--- src/rtl/pong_pkg.sv ---
`default_nettype none
// ============================================================================
//  Module      : pong_pkg
//  Description : Shared encodings for the paddle controller: movement
//                direction, paddle FSM states and the acceleration threshold.
//  Revision    : 1.0  initial release
// ============================================================================
package pong_pkg;

  // Resolved button direction; UP moves the paddle toward lower positions
  typedef enum logic [1:0] {
    DIR_NONE = 2'd0,
    DIR_UP   = 2'd1,
    DIR_DOWN = 2'd2
  } dir_t;

  // Paddle movement FSM states
  typedef enum logic [0:0] {
    ST_IDLE = 1'b0,
    ST_HOLD = 1'b1
  } state_t;

  // Consecutive repeat steps before the step size doubles (accel build only)
  localparam int ACCEL_THRESH = 8;

endpackage
`default_nettype wire

--- src/rtl/btn_debounce.sv ---
`default_nettype none
// ============================================================================
//  Module      : btn_debounce
//  Description : Two-flop synchronizer followed by a tick-based debouncer.
//                The debounced level toggles after DEBOUNCE_TICKS consecutive
//                ticks that disagree with it; any agreeing tick restarts.
//  Revision    : 1.0  initial release
// ============================================================================
module btn_debounce #(
  parameter int DEBOUNCE_TICKS = 4
) (
  input  logic clk,
  input  logic rst,
  input  logic i_tick,
  input  logic i_btn,
  output logic o_level
);

  localparam int CNT_W = (DEBOUNCE_TICKS < 2) ? 1 : $clog2(DEBOUNCE_TICKS);
  localparam logic [CNT_W-1:0] c_cnt_last = CNT_W'(DEBOUNCE_TICKS - 1);

  logic             r_sync1;
  logic             r_sync2;
  logic             r_level;
  logic [CNT_W-1:0] r_cnt;

  // Synchronize the raw button, then count disagreeing ticks to accept a change
  always_ff @(posedge clk) begin
    if (rst) begin
      r_sync1 <= 1'b0;
      r_sync2 <= 1'b0;
      r_level <= 1'b0;
      r_cnt   <= '0;
    end else begin
      r_sync1 <= i_btn;
      r_sync2 <= r_sync1;
      if (i_tick) begin
        if (r_sync2 != r_level) begin
          if (r_cnt == c_cnt_last) begin
            r_level <= ~r_level;
            r_cnt   <= '0;
          end else begin
            r_cnt <= r_cnt + 1'b1;
          end
        end else begin
          r_cnt <= '0;
        end
      end
    end
  end

  assign o_level = r_level;

endmodule
`default_nettype wire

--- src/rtl/paddle_ctrl.sv ---
`default_nettype none
// ============================================================================
//  Module      : paddle_ctrl
//  Description : Paddle position controller. Debounces up/down buttons,
//                steps once on press, auto-repeats while held and saturates
//                at POS_MIN/POS_MAX. Optional macro PADDLE_ACCEL_EN doubles
//                the step after ACCEL_THRESH repeat steps in one hold.
//  Revision    : 1.0  initial release
// ============================================================================
module paddle_ctrl
  import pong_pkg::*;
#(
  parameter int POS_W          = 8,
  parameter int POS_MIN        = 0,
  parameter int POS_MAX        = 200,
  parameter int POS_RESET      = 100,
  parameter int STEP           = 1,
  parameter int DEBOUNCE_TICKS = 4,
  parameter int REPEAT_TICKS   = 2
) (
  input  logic             clk,
  input  logic             reset,
  input  logic             tick,
  input  logic             btn_up,
  input  logic             btn_down,
  output logic [POS_W-1:0] paddle_pos,
  output logic             moved
);

  // Two spare bits keep pos +/- 2*STEP free of wrap during the bound compare
  localparam int EXT_W = POS_W + 2;
  localparam int REP_W = (REPEAT_TICKS < 2) ? 1 : $clog2(REPEAT_TICKS);
  localparam logic [REP_W-1:0] c_rep_last = REP_W'(REPEAT_TICKS - 1);
  localparam logic [EXT_W-1:0] c_min_ext  = EXT_W'(POS_MIN);
  localparam logic [EXT_W-1:0] c_max_ext  = EXT_W'(POS_MAX);

  logic             w_up_lvl;
  logic             w_down_lvl;
  dir_t             w_dir;
  dir_t             r_dir;
  state_t           r_state;
  state_t           w_state_nxt;
  logic             w_step;
  logic             w_rep_clr;
  logic             w_rep_inc;
  logic [REP_W-1:0] r_rep;
  logic [EXT_W-1:0] w_step_size;
  logic [EXT_W-1:0] w_pos_ext;
  logic [POS_W-1:0] w_pos_nxt;
  logic [POS_W-1:0] r_pos;
  logic             r_moved;

  btn_debounce #(.DEBOUNCE_TICKS(DEBOUNCE_TICKS)) u_deb_up (
    .clk     (clk),
    .rst     (reset),
    .i_tick  (tick),
    .i_btn   (btn_up),
    .o_level (w_up_lvl)
  );

  btn_debounce #(.DEBOUNCE_TICKS(DEBOUNCE_TICKS)) u_deb_down (
    .clk     (clk),
    .rst     (reset),
    .i_tick  (tick),
    .i_btn   (btn_down),
    .o_level (w_down_lvl)
  );

  // Both or neither button pressed resolves to no movement
  always_comb begin
    w_dir = DIR_NONE;
    if (w_up_lvl && !w_down_lvl)      w_dir = DIR_UP;
    else if (w_down_lvl && !w_up_lvl) w_dir = DIR_DOWN;
  end

  // FSM state register plus the previous direction used to spot changes
  always_ff @(posedge clk) begin
    if (reset) begin
      r_state <= ST_IDLE;
      r_dir   <= DIR_NONE;
    end else begin
      r_state <= w_state_nxt;
      r_dir   <= w_dir;
    end
  end

  // Next state and step requests; a direction change wins over a tick
  always_comb begin
    w_state_nxt = r_state;
    w_step      = 1'b0;
    w_rep_clr   = 1'b0;
    w_rep_inc   = 1'b0;
    case (r_state)
      ST_IDLE: begin
        if (w_dir != DIR_NONE) begin
          w_step      = 1'b1;
          w_rep_clr   = 1'b1;
          w_state_nxt = ST_HOLD;
        end
      end
      ST_HOLD: begin
        if (w_dir == DIR_NONE) begin
          w_rep_clr   = 1'b1;
          w_state_nxt = ST_IDLE;
        end else if (w_dir != r_dir) begin
          w_step    = 1'b1;
          w_rep_clr = 1'b1;
        end else if (tick) begin
          if (r_rep == c_rep_last) begin
            w_step    = 1'b1;
            w_rep_clr = 1'b1;
          end else begin
            w_rep_inc = 1'b1;
          end
        end
      end
      default: w_state_nxt = ST_IDLE;
    endcase
  end

  // Repeat-interval tick counter
  always_ff @(posedge clk) begin
    if (reset || w_rep_clr) r_rep <= '0;
    else if (w_rep_inc)     r_rep <= r_rep + 1'b1;
  end

`ifdef PADDLE_ACCEL_EN
  logic [3:0] r_accel;
  logic       w_rep_step;

  // A step in HOLD with unchanged direction is an auto-repeat step
  assign w_rep_step  = w_step && (r_state == ST_HOLD) && (w_dir == r_dir);
  assign w_step_size = (r_accel == 4'(ACCEL_THRESH)) ? EXT_W'(2 * STEP) : EXT_W'(STEP);

  // Count repeat steps in this hold; any non-repeat step or IDLE restarts
  always_ff @(posedge clk) begin
    if (reset || (r_state == ST_IDLE) || (w_step && !w_rep_step))
      r_accel <= '0;
    else if (w_rep_step && (r_accel != 4'(ACCEL_THRESH)))
      r_accel <= r_accel + 4'd1;
  end
`else
  assign w_step_size = EXT_W'(STEP);
`endif

  // Saturating next position in the current direction
  always_comb begin
    w_pos_ext = {2'b00, r_pos};
    w_pos_nxt = r_pos;
    if (w_dir == DIR_UP) begin
      if (w_pos_ext < c_min_ext + w_step_size) w_pos_nxt = POS_W'(POS_MIN);
      else                                     w_pos_nxt = POS_W'(w_pos_ext - w_step_size);
    end else if (w_dir == DIR_DOWN) begin
      if (w_pos_ext + w_step_size > c_max_ext) w_pos_nxt = POS_W'(POS_MAX);
      else                                     w_pos_nxt = POS_W'(w_pos_ext + w_step_size);
    end
  end

  // Position register; moved pulses only when the value really changes
  always_ff @(posedge clk) begin
    if (reset) begin
      r_pos   <= POS_W'(POS_RESET);
      r_moved <= 1'b0;
    end else begin
      r_moved <= 1'b0;
      if (w_step && (w_pos_nxt != r_pos)) begin
        r_pos   <= w_pos_nxt;
        r_moved <= 1'b1;
      end
    end
  end

  assign paddle_pos = r_pos;
  assign moved      = r_moved;

endmodule
`default_nettype wire

--- config.mk ---
export PLATFORM = sky130hd
export DESIGN_NAME = paddle_ctrl
export DESIGN_NICKNAME = d
export VERILOG_FILES = /design/src/rtl/pong_pkg.sv /design/src/rtl/btn_debounce.sv /design/src/rtl/paddle_ctrl.sv
export SDC_FILE = /design/constraint.sdc
export NUM_CORES = 1
export LEC_CHECK = 0
export BUFFER_PORTS_ARGS = -buffer_cell sky130_fd_sc_hd__buf_2
export CAP_MARGIN = 10
export CORE_MARGIN = 8
export CORE_UTILIZATION = 35
export CTS_BUF_LIST = sky130_fd_sc_hd__clkbuf_8
export CTS_CLUSTER_SIZE = 25
export DETAILED_ROUTE_END_ITERATION = 8
export GPL_ROUTABILITY_DRIVEN = 1
export SLEW_MARGIN = 20
export SYNTH_ARGS = -nofsm -noshare
export SYNTH_HDL_FRONTEND = slang
export SYNTH_SLANG_ARGS = --single-unit
--- constraint.sdc ---
create_clock -name clk -period 3.3 [get_ports clk]
set_input_delay 0.33 -clock clk [delete_from_list [all_inputs] [get_ports clk]]
set_output_delay 0.33 -clock clk [all_outputs]
set_load 0.1 [all_outputs]
## After elaboration in Yosys (flattened, before gate mapping)

Cells that the tools add are included.

- Reduce and logical (&&, ||, !) cells: 10
- $add $sub $neg: 5
- Magnitude comparators: 2
- Divide/modulo/power cells: 0
- Multiply operators: 0
- Bitwise operators: 3
- Equality and inequality tests: 8
- Multiplexer cells: 26
- Shift-type cells: 0

Operator list:

| kind | count |
|---|---|
| $mux W8 | 4 |
| $mux W1 | 13 |
| $mux W2 | 6 |
| $gt A10 B8 Y1 const B | 1 |
| $add A8 B1 Y9 const B | 1 |
| $lt A8 B1 Y1 const B | 1 |
| $ne A8 B8 Y1 | 1 |
| $sub A8 B1 Y8 const B | 1 |
| $eq A2 B2 Y1 const B | 3 |
| $pmux W1 S2 | 3 |
| $reduce_and A3 Y1 | 2 |
| $add A2 B1 Y2 const B | 2 |
| $logic_and A1 B1 Y1 | 3 |
| $not A1 Y1 | 3 |
| $eq A2 B1 Y1 const B | 1 |
| $logic_not A1 Y1 | 2 |
| $logic_not A2 Y1 | 1 |
| $ne A1 B1 Y1 | 2 |
| $ne A2 B2 Y1 | 1 |
| $reduce_bool A2 Y1 | 1 |
| $add A1 B1 Y1 const B | 1 |
| $logic_or A1 B1 Y1 | 1 |

- RAM bits: 0
- Bits in latches: 0
- Flip-flop bits (word level): 23
- Bits of input ports: 5
- Memories kept: 0
- Output and inout bits: 9
- Bits in read-only memories: 0
- Word-level logic and storage cells: 67

## Longest topological paths before layout

Gate-level depths: netlist of run 1.

- Depth in word-level cells: 10
- Depth in mapped cells: 11

## By module

A second synthesis of run 1 with hierarchy kept.

- Cell total of the unflattened synthesis: 225
- Area, all modules: 1,800.5 um2

By module, submodules not included:

| module | times used | area an instance (um2) | sequential area each (um2) | cells an instance |
|---|---|---|---|---|
| paddle_ctrl | 1 | 1,407.6 | 260.2 | 189 |
| btn_debounce | 2 | 196.4 | 100.1 | 18 |

## Worst setup path before layout of run 1

OpenSTA, ideal clock, no wires.

- Path type: reg-to-reg
- Start: register r_pos[1] (netlist: paddle_pos[1])
- End: register r_pos[3] (netlist: paddle_pos[3])
- Path buffers: 2
- Setup slack: -108 ps
- Setup time: 134 ps
- Stages on the path, launching flop included: 12
- Clock period less this slack: 3,408 ps
- Data required time: 3,166 ps
- Data arrival time: 3,273 ps
- Cells stage by stage: dfxtp_1 > ha_1 > buf_2 > a21oi_1 > o21ai_0 > a311oi_4 > or3_1 > buf_4 > o311ai_2 > nor4_4 > o311ai_0 > o31ai_1

- Longest elaborated chain between the ends: 7
- Elaborated cells between the ends (all ways): 10

Ends and longest elaborated chain:

| what | RTL line | RTL |
|---|---|---|
| from (decl) | paddle_ctrl.sv:50 | `logic [POS_W-1:0] r_pos;` |
| from (signal assigned) | paddle_ctrl.sv:162 | `r_pos <= POS_W'(POS_RESET);` |
| from (signal assigned) | paddle_ctrl.sv:167 | `r_pos <= w_pos_nxt;` |
| $add A8 B1 Y9 | paddle_ctrl.sv:155 | `else w_pos_nxt = POS_W'(w_pos_ext + w_step_size);` |
| $gt A10 B8 Y1 | paddle_ctrl.sv:154 | `if (w_pos_ext + w_step_size > c_max_ext) w_pos_nxt = POS_W'(POS_MAX);` |
| $mux W8 | paddle_ctrl.sv:154 |  |
| $mux W8 | paddle_ctrl.sv:153 | `end else if (w_dir == DIR_DOWN) begin` |
| $mux W8 | paddle_ctrl.sv:150 | `if (w_dir == DIR_UP) begin` |
| $ne A8 B8 Y1 | paddle_ctrl.sv:166 | `if (w_step && (w_pos_nxt != r_pos)) begin` |
| $logic_and A1 B1 Y1 | paddle_ctrl.sv:166 |  |

Parallel ways exist; a longest one is shown, timed or not.
A chain may end at the register's enable or synchronous reset.

## Worst setup path after layout of run 1

- Start: register r_pos[1] (netlist: paddle_pos[1])
- End: register r_pos[4] (netlist: paddle_pos[4])

The elaborated chain is that of the path after synthesis.

==> metrics.txt, run 1 <==
RSZ-0062 raised after global routing=false; worst setup path endpoint=paddle_pos[4]$_SDFFE_PP0P_; WP data arrival=3180 ps; combinational share of power=0.033; top-area cell type share of the netlist area=0.260; pins over their slew limit=0; Worst-path clk slew=about 80 ps; syn_nets=~240; synthesized instance count=231; GRT Total Usage=0.127; worst setup margin=259 ps; clk_skew=~1.5 ps; worst hold path depth=2; clock power share=0.372; TritonRoute pass-1 iters=4; FF+latch count, synth=23; Layout Area Growth over Synthesis=11.5%; count leader, synth=dfxtp_1; Worst EP required=approximately 3400 ps; Psw=0.000101 W; Netlist cell types=64; sequential power share=0.596; H-tree depth=1; fmax=~330 MHz; Routed Antenna Nets=0; port buffer count=13; CTS tree=done; Synth area leader=dfxtp_1; largest net degree at the start of global routing=23; CTS sink cnt=23; share of layout cells above drive strength 1=0.188; worst-skew pair later-pin latency=260 ps; Post-CTS Setup Bufs=0; yosys warns=0; min cycle time layout=3040 ps; Worst Path Max Fanout=13; Worst Setup SP=paddle_pos[1]$_SDFFE_PP0P_; first-pass GRT wire length=a little under 8 mm; power consumption=0.000472 W; vias in the first global route=around 1,600; nets=253; max-cap violations=0; num ports=14; Internal=0.000371 W; Finished Layout Cells=310; overall routed net length=around 4.6 mm; top cells by count, synth=dfxtp_1, nand2_1, nor2_1; CTS Buf Count=3; switching fraction of total power=0.215; Worst setup EP type=register; CTS Buffer Depth=2; reg2reg end=paddle_pos[4]$_SDFFE_PP0P_; crit path kind=reg2reg; Setup violations, final=0; DRC=0; Syn Area/Cell=7.68 sq um; Root Driver=clkbuf_8; Post-synth ARST share=0; dpl hpwl=3.36 mm; Core ar.=approximately 5000 sq um; row count=26; total number of vias=about 1,700; outcome=complete, no violations; Worst VDD drop=0.000222 V; total negative slack=0 ps; r2r worst-path depth=9; PwrDens=239 nW/um^2; Fin. Hold Viols=0; iteration-0 DRC count of the detailed router=197; dpl cells=306; Area contributors post-synth=dfxtp_1, ha_1, a21oi_1; worst r2r src=paddle_pos[1]$_SDFFE_PP0P_; leakage dissipation=0.699 nW; fillers=550; part of the Yosys area used for sequential elements=0.260; Starting Density=0.354; initial antenna violation count=0; Top FF cell, synth=dfxtp_1; Place WS=around 130 ps; crit start category=register; HP Start=btn_up; r2r setup slk=260 ps; Die X=87.2 um; number of synthesized flops with an enable pin=0; GP Congestion=0.890; WL per Instance=~15 um; Slew headroom=0.663; GRT overflow=0; Die Ht=87.2 um; crit share post-route=0.922; antenna cell count=0; die footprint=7600 sq um; Cell Area, Synth=1770 sq um; HP Class=in2reg; vias per cell=5.64; Slew @ Worst Pin=between 500 and 600 ps
[kinds of logic (layout without fill, tap and decap cells)]
logic type               Yosys count  in the layout  share of synthesized area
multiplexers                       1              1                    0.00564
buffers and inverters             29             38                     0.0677
flip-flops                        23             23                      0.260
AO/OA/AOI/OAI                     69             69                      0.286
AND/OR/NAND/NOR                   97             97                      0.307
adder cells (fa/ha/maj)            7              7                     0.0494
XOR/XNOR                           5              5                     0.0247
[final cells by class]
cell class              count  area, sq um  area share
inverters                  12         45.0      0.0228
repair buffers             22          133      0.0670
well taps                  70         87.6      0.0443
flip-flops and latches     23          467       0.236
multi-input cells         179         1200       0.605
clock buffers               3         41.3      0.0209
clock inverters             1         7.51     0.00380
[stage by stage]
step | util | cell area [sq um] | hold slack, ps
6_report | 0.395 | 1980 | 272
4_1_cts | 0.394 | 1970 | 264
5_1_grt | 0.395 | 1980 | 280
3_5_place_dp | 0.384 | 1930 | 422
3_3_place_gp | 0.384 | 1930 | 420
2_1_floorplan | - | 1780 | 414
[layer usage]
metal  routed length (um)  track usage  up-vias  share of wire
met5                    0            0        -              0
met4                   44       0.0313        0         0.0095
met3                  286       0.0302        4          0.062
met2                 2080        0.196       55           0.45
met1                 2200        0.172      821           0.48
li1                     -            -      868              -
[critical path, cell delays in order, from the launching register on]
cell and delay, ps:
dfxtp_2 470, ha_2 340, and4b_1 240, a2111oi_1 410, o32a_2 320, a21o_1 120, and4bb_2 250, nor4_4 400
nand2b_1 260, o31ai_1 100
[power groups by stage]
stage	sequential, W	clock, W	combinational [W]
floorplan	0.000288	0	0.0000102
finish	0.000281	0.000175	0.0000155
detailed placement	0.000288	0	0.0000154
CTS	0.000281	0.000182	0.0000154
global placement	0.000288	0	0.0000150
global route	0.000282	0.000195	0.0000177
[what timing repair did]
action / 4_1_cts / 5_1_grt
resized for setup: 0 / 2
hold buffers: 0 / 0
setup endpoints to repair: 0 / 9
[flip-flops by register name, indices dropped and copies added, names as in the netlist]
register and count:
paddle_pos 8, r_dir 2, u_deb_down.r_cnt 2, u_deb_up.r_cnt 2
moved 1, r_rep 1, r_state 1, u_deb_down.o_level 1
u_deb_down.r_sync1 1, u_deb_down.r_sync2 1, u_deb_up.o_level 1, u_deb_up.r_sync1 1
u_deb_up.r_sync2 1
[cells in the final DEF (no fill, tap or decap), types with 5 or more instances in the layout]
| master | netlist | layout |
|---|---|---|
| dfxtp_1 | 23 | 18 |
| o22ai_1 | 5 | 5 |
| nor2_1 | 19 | 19 |
| nand3_1 | 11 | 11 |
| ha_1 | 7 | 6 |
| inv_1 | 12 | 12 |
| o31ai_1 | 5 | 5 |
| nand2b_1 | 6 | 6 |
| buf_4 | 1 | 9 |
| nor2b_1 | 8 | 8 |
| o21ai_0 | 13 | 13 |
| a21oi_1 | 15 | 15 |
| buf_2 | 6 | 13 |
| nand2_1 | 20 | 20 |
| dfxtp_2 | 0 | 5 |
| or3_1 | 7 | 7 |
[worst min path at each step]
stage / end / slack, ps
2_1_floorplan: u_deb_down.r_sync2$_SDFF_PP0_ / 410
3_3_place_gp: u_deb_up.r_sync2$_SDFF_PP0_ / 420
3_5_place_dp: u_deb_down.r_sync2$_SDFF_PP0_ / 420
4_1_cts: u_deb_up.r_sync1$_SDFF_PP0_ / 260
5_1_grt: u_deb_down.r_sync1$_SDFF_PP0_ / 280
6_report: u_deb_up.r_sync1$_SDFF_PP0_ / 270
Power figures use the tool's default switching activity.
==> inputs of run 2 (changes only) <==
==> constraint.sdc (replaced) <==
create_clock -name clk -period 3.4 [get_ports clk]
set_input_delay 0.34 -clock clk [delete_from_list [all_inputs] [get_ports clk]]
set_output_delay 0.34 -clock clk [all_outputs]
set_load 0.1 [all_outputs]
==> run 2 against run 1 <==
Effect of this change:
- die area did not move
- wire length decreased by 5.9%
- core utilization fell by 0.57 points
- first-iteration DRC count fell by 13%
- sequential power fell by 3%
- cell count fell by 0.97%
- final area fell by 1.5%
- total power down 3.4%
- clock skew decreased by 0.52 ps
- register-to-register slack improved by 50 ps
- critical path type unchanged
- highest routed layer unchanged
==> metrics.txt, run 2 (synthesized netlist as in run 1, its figures left out) <==
nets=250 (-1.2%); CTS tree=done; max-cap violations=0 (unchanged); hold endpoint=u_deb_down.r_sync1$_SDFF_PP0_; worst hold path depth=2 (unchanged); Die X=87.2 um (unchanged); power consumption=0.000456 W (-3.4%); Post-CTS Resized=0 (unchanged); Root Driver=clkbuf_8; fillers=547 (-0.55%); num ports=14 (unchanged); RSZ-0062 raised after global routing=false; antenna cell count=0 (unchanged); vias per cell=5.43 (-3.8%); Worst Path Max Fanout=13 (unchanged); share of layout cells above drive strength 1=0.160 (-0.0272); Slew headroom=0.458 (-0.205); crit share post-route=0.908 (-0.0132); CTS Buf Count=3 (unchanged); CTS Buffer Depth=2 (unchanged); WL per Instance=14.2 um (-5.0%); total number of vias=1,666 (-4.7%); fmax=324 MHz (-1.5%); Largest register FFs=8 (unchanged); Setup violations, final=0 (unchanged); row count=26 (unchanged); DRC=0 (unchanged); iteration-0 DRC count of the detailed router=171 (-13%); GRT overflow=0 (unchanged); dpl hpwl=3.24 mm (-3.3%); most common cell after layout, fill and taps aside=dfxtp_1; Routed Antenna Nets=0 (unchanged); HP Class=in2reg; overall routed net length=4.35 mm (-5.9%); most frequent cells in the layout=dfxtp_1, nand2_1, nor2_1; worst r2r src=paddle_pos[1]$_SDFFE_PP0P_; total negative slack=0 ps (unchanged); TritonRoute pass-1 iters=4 (unchanged); WHS=279 ps (+6.85 ps); Die Ht=87.2 um (unchanged); WP data arrival=3230 ps (+50 ps); FF+latch area=462 sq um (-1.1%); HP Start=btn_down; vias in the first global route=1,560 (-4.0%); Layout Area Growth over Synthesis=9.87%; crit path kind=reg2reg; r2r worst-path depth=9 (unchanged); Worst EP required=3540 ps (+100 ps); outcome=complete, no violations; port buffer count=13 (unchanged); largest net degree at the start of global routing=23 (unchanged); multi-input combinational cell area=1200 sq um (-0.10%); Starting Density=0.354 (unchanged); clk_skew=0.954 ps (-0.518 ps); Slew @ Worst Pin=812 ps (+311 ps); die footprint=7600 sq um (unchanged); min cycle time layout=3090 ps (+47.4 ps); reg2reg end=paddle_pos[3]$_SDFFE_PP0P_; H-tree depth=1 (unchanged); Worst setup EP type=register; pins over their slew limit=0 (unchanged); Fin. Hold Viols=0 (unchanged); initial antenna violation count=0 (unchanged); fin util=0.389 (-0.00574); PwrDens=234 nW/um^2 (-2.0%); GRT Total Usage=0.121 (-0.00634); CTS sink cnt=23 (unchanged); Post-CTS Setup Bufs=0 (unchanged); worst-skew pair later-pin latency=260 ps (about the same); first-pass GRT wire length=7.45 mm (-5.5%); r2r setup slk=310 ps (+50 ps); worst setup margin=311 ps (+52.6 ps); Worst-path clk slew=80 ps (about the same); GP Congestion=0.922 (+3.6%); Core ar.=5010 sq um (unchanged); Place WS=226 ps (+95.0 ps); crit start category=register; Worst VDD drop=0.000233 V (+5.0%); leakage dissipation=0.683 nW (-2.3%); Hold Buf Count CTS=0 (unchanged)
-- run 2: changes by cell type in the layout (fill, tap and decap cells not counted) --
cell,previous run,this run
a2111oi_1,1,0
buf_4,9,6
a2111oi_0,0,1
dfxtp_1,18,22
dfxtp_2,5,1
-- run 2: cell type report --
class | instances | area share
multi-input combinational | 179 | 0.614
sequential | 23 | 0.237
timing repair buffer | 19 | 0.0565
tap | 70 | 0.0449
inverter | 12 | 0.0231
clock buffer | 3 | 0.0212
clock inverter | 1 | 0.00385
-- run 2: how the worst max path moves through the flow --
| stage | from | depth (start not counted) | slack [ps] | end |
|---|---|---|---|---|
| 6_report | paddle_pos[1]$_SDFFE_PP0P_ | 9 | 310 | paddle_pos[3]$_SDFFE_PP0P_ |
| 5_1_grt | paddle_pos[1]$_SDFFE_PP0P_ | 9 | 70 | paddle_pos[3]$_SDFFE_PP0P_ |
| 4_1_cts | paddle_pos[1]$_SDFFE_PP0P_ | 9 | 230 | paddle_pos[3]$_SDFFE_PP0P_ |
| 3_5_place_dp | paddle_pos[1]$_SDFFE_PP0P_ | 9 | 230 | paddle_pos[3]$_SDFFE_PP0P_ |
| 3_3_place_gp | paddle_pos[1]$_SDFFE_PP0P_ | 9 | 380 | paddle_pos[3]$_SDFFE_PP0P_ |
| 2_1_floorplan | paddle_pos[3]$_SDFFE_PP0P_ | 10 | 10 | paddle_pos[3]$_SDFFE_PP0P_ |
-- run 2: routing by layer --
metal  track usage  routed length, um  vias up
li1              -                  -      859
met1         0.161               2110      765
met2         0.191               1960       40
met3        0.0274                267        2
met4        0.0281                 10        0
met5             0                  0        -
-- run 2: report_power, final --
group          leakage, nW  internal (W)  switching, W
sequential           0.187      0.000272    0.00000118
combinational        0.474    0.00000517    0.00000938
clock               0.0217     0.0000828     0.0000855
-- run 2: critical path, cell delays in order, from the launching register on --
cell       delay (ps)
dfxtp_2           470
ha_2              350
and4b_1           230
a2111oi_0         490
o32a_2            350
a21o_1            130
and4bb_2          250
nor4_4            370
nand2b_1          240
o31ai_1            90
-- run 2: metrics by stage --
step | area [sq um] | instances
2_1_floorplan | 1780 | 231
3_3_place_gp | 1900 | 303
3_5_place_dp | 1900 | 303
4_1_cts | 1950 | 307
5_1_grt | 1950 | 307
6_report | 1950 | 307
==> inputs of run 3 (changes only) <==
--- a/config.mk
+++ b/config.mk
@@ -5,6 +5,7 @@
 export SDC_FILE = /design/constraint.sdc
 export NUM_CORES = 1
 export LEC_CHECK = 0
+export ABC_AREA = 1
 export BUFFER_PORTS_ARGS = -buffer_cell sky130_fd_sc_hd__buf_2
 export CAP_MARGIN = 10
 export CORE_MARGIN = 8
@@ -13,6 +14,7 @@
 export CTS_CLUSTER_SIZE = 25
 export DETAILED_ROUTE_END_ITERATION = 8
 export GPL_ROUTABILITY_DRIVEN = 1
+export PLACE_DENSITY = 0.49
 export SLEW_MARGIN = 20
 export SYNTH_ARGS = -nofsm -noshare
 export SYNTH_HDL_FRONTEND = slang
==> run 3 against run 2 <==
Effect of this change:
- hold slack worse by 5.5 ps
- count of clock-buffer cells in the layout stayed put
- sequential cell count is the same
- wire length decreased by 5.0%
- die area decreased by 4.7%
- total power is 3.4% higher
- non-clock buffer count is 5 lower
- cell count rose by 8.5%
- core utilization shrank 0.12 points
- synthesized cell count is 16% higher
- largest cell class unchanged
- largest power group unchanged
- highest routed layer unchanged
==> metrics.txt, run 3 <==
worst-skew pair later-pin latency=270 ps (about the same); Worst VDD drop=0.000121 V (-48%); Finished Layout Cells=333 (+8.5%); Area contributors post-synth=dfxtp_1, nand2_1, nand3_1; RSZ-0062 raised after global routing=false; row count=25 (-3.8%); Worst EP required=3570 ps (+30 ps); FF+latch count, synth=23 (unchanged); port buffer count=13 (unchanged); Core ar.=4660 sq um (-7.0%); Largest register FFs=8 (unchanged); share of layout cells above drive strength 1=0.125 (-0.0349); initial antenna violation count=0 (unchanged); nets=292 (+17%); antenna cell count=0 (unchanged); Hold Buf Count CTS=0 (unchanged); switching fraction of total power=0.229 (+0.0182); r2r worst-path depth=10 (+1); pins over their slew limit=0 (unchanged); overall routed net length=4.13 mm (-5.0%); die footprint=7240 sq um (-4.7%); count leader, synth=nand2_1; num ports=14 (unchanged); Routed Antenna Nets=0 (unchanged); HP Class=in2reg; sequential power share=0.584 (-0.015); Die Ht=85.1 um (-2.4%); top cells by count, synth=nand2_1, nand3_1, inv_1; Worst-path clk slew=90 ps (about the same); outcome=complete, no violations; Post-CTS Resized=0 (unchanged); Post-CTS Setup Bufs=0 (unchanged); GP Congestion=0.820 (-11%); GRT Total Usage=0.117 (-0.00410); Netlist cell types=29 (-55%); WP data arrival=2770 ps (-460 ps); power consumption=0.000472 W (+3.4%); Slew @ Worst Pin=559 ps (-254 ps); crit start category=register; GRT overflow=0 (unchanged); vias in the first global route=1,520 (-2.6%); Root Driver=clkbuf_8; Layout Area Growth over Synthesis=8.16%; Worst Path Max Fanout=17 (+4); top-area cell type share of the netlist area=0.275 (+0.0159); worst hold path depth=3 (+1); Die X=85.1 um (-2.4%); total number of vias=1,643 (-1.4%); syn_nets=281 (+16%); Fin. Hold Viols=0 (unchanged); first-pass GRT wire length=6.89 mm (-7.6%); Top FF cell, synth=dfxtp_1; fmax=384 MHz (+19%); PwrDens=261 nW/um^2 (+12%); Internal=0.000364 W (+1.0%); largest net degree at the start of global routing=18 (-22%); number of synthesized flops with an enable pin=0 (unchanged); dpl cells=329 (+8.6%); max-cap violations=0 (unchanged); crit path kind=reg2reg; Setup violations, final=0 (unchanged); clock power share=0.364 (-0.005); synthesized instance count=269 (+16%); Starting Density=0.359 (+0.00451); fillers=540 (-1.3%); total negative slack=0 ps (unchanged); multi-input combinational cell area=1030 sq um (-14%); yosys warns=0 (unchanged); vias per cell=4.93 (-9.1%); CTS Buffer Depth=2 (unchanged); clk_skew=7.21 ps (+6.26 ps); CTS sink cnt=23 (unchanged); most common cell after layout, fill and taps aside=nand2_1; Cell Area, Synth=1670 sq um (-5.8%); CTS tree=done; part of the Yosys area used for sequential elements=0.275 (+0.0159); combinational share of power=0.052 (+0.020); WHS=273 ps (-5.49 ps); crit share post-route=0.766 (-0.142); Syn Area/Cell=6.21 sq um (-19%); Post-synth ARST share=0 (unchanged); min cycle time layout=2600 ps (-484 ps); DRC=0 (unchanged); CTS Buf Count=3 (unchanged); Worst setup EP type=register; most frequent cells in the layout=nand2_1, nand3_1, inv_1; WL per Instance=12.4 um (-12%); dpl hpwl=3.24 mm (about the same); TritonRoute pass-1 iters=4 (unchanged); H-tree depth=1 (unchanged); Psw=0.000108 W (+12%); Synth area leader=dfxtp_1; iteration-0 DRC count of the detailed router=77 (-55%); Slew headroom=0.627 (+0.169); FF+latch area=460 sq um (-0.27%); leakage dissipation=0.926 nW (+36%)
==> run 3: cell count changes after synthesis, moves of 5 or more <==
cell,before,now
nand2_1,20,80
nand3_1,11,32
inv_1,12,31
clkbuf_1,9,1
nor2b_1,8,0
or3_1,7,0
nand2b_1,6,0
nor2_2,1,6
o22ai_1,5,0
o31ai_1,5,0
==> run 3: per-layer routing <==
layer	global-route usage	up-vias	share of wire
met5	0	-	0
met4	0.0405	0	0.016
met3	0.0193	6	0.039
met2	0.213	41	0.49
met1	0.133	716	0.46
li1	-	880	-
==> run 3: worst paths after layout <==
kind	from	end	slack, ps
worst max-delay path	u_deb_down.o_level$_SDFFE_PP0P_	paddle_pos[0]$_SDFFE_PP0P_	800
worst min-delay path	btn_up	u_deb_up.r_sync1$_SDFF_PP0_	270
worst max register to register	u_deb_down.o_level$_SDFFE_PP0P_	paddle_pos[0]$_SDFFE_PP0P_	800
worst min register to register	u_deb_down.r_sync1$_SDFF_PP0_	u_deb_down.r_sync2$_SDFF_PP0_	400
==> run 3: metrics by stage <==
stage	setup WS, ps	utilization	instance area [sq um]
final	795	0.388	1810
after global routing	400	0.388	1810
after CTS	766	0.388	1810
after detailed placement	799	0.378	1760
after global placement	877	0.378	1760
after floorplan	547	-	1670
==> run 3: area by class of cell <==
class	count	area share
Multi-Input combinational cell	204	0.572
Inverter	34	0.0706
Clock inverter	1	0.00277
Timing Repair Buffer	14	0.0401
Sequential cell	23	0.255
Clock buffer	3	0.0228
Tap cell	54	0.0374
==> run 3: power groups by stage <==
stage               registers, W  logic (W)  clock network, W
floorplan               0.000282  0.0000186                 0
global placement        0.000282  0.0000252                 0
detailed placement      0.000282  0.0000251                 0
CTS                     0.000276  0.0000250          0.000180
global route            0.000276  0.0000284          0.000186
finish                  0.000276  0.0000244          0.000172
==> run 3: kinds of logic (layout without fill, tap and decap cells) <==
group	Yosys count	count (layout)	share of synthesized area
AOI/OAI and AO/OA	39	39	0.124
xor gates and xnor gates	4	4	0.0210
adders and majority gates	7	7	0.0524
buffers and inverters	42	52	0.106
DFF	23	23	0.275
muxes	2	2	0.0120
and+or+nand+nor	152	152	0.409
==> run 3: critical path, stage by stage, from the launching register on <==
cell	delay [ps]
dfxtp_1	350
inv_1	80
ha_1	510
inv_1	170
nand2_1	80
nor3b_1	210
o21ai_0	110
o21ai_0	420
inv_1	300
a21oi_1	210
nor2_1	60
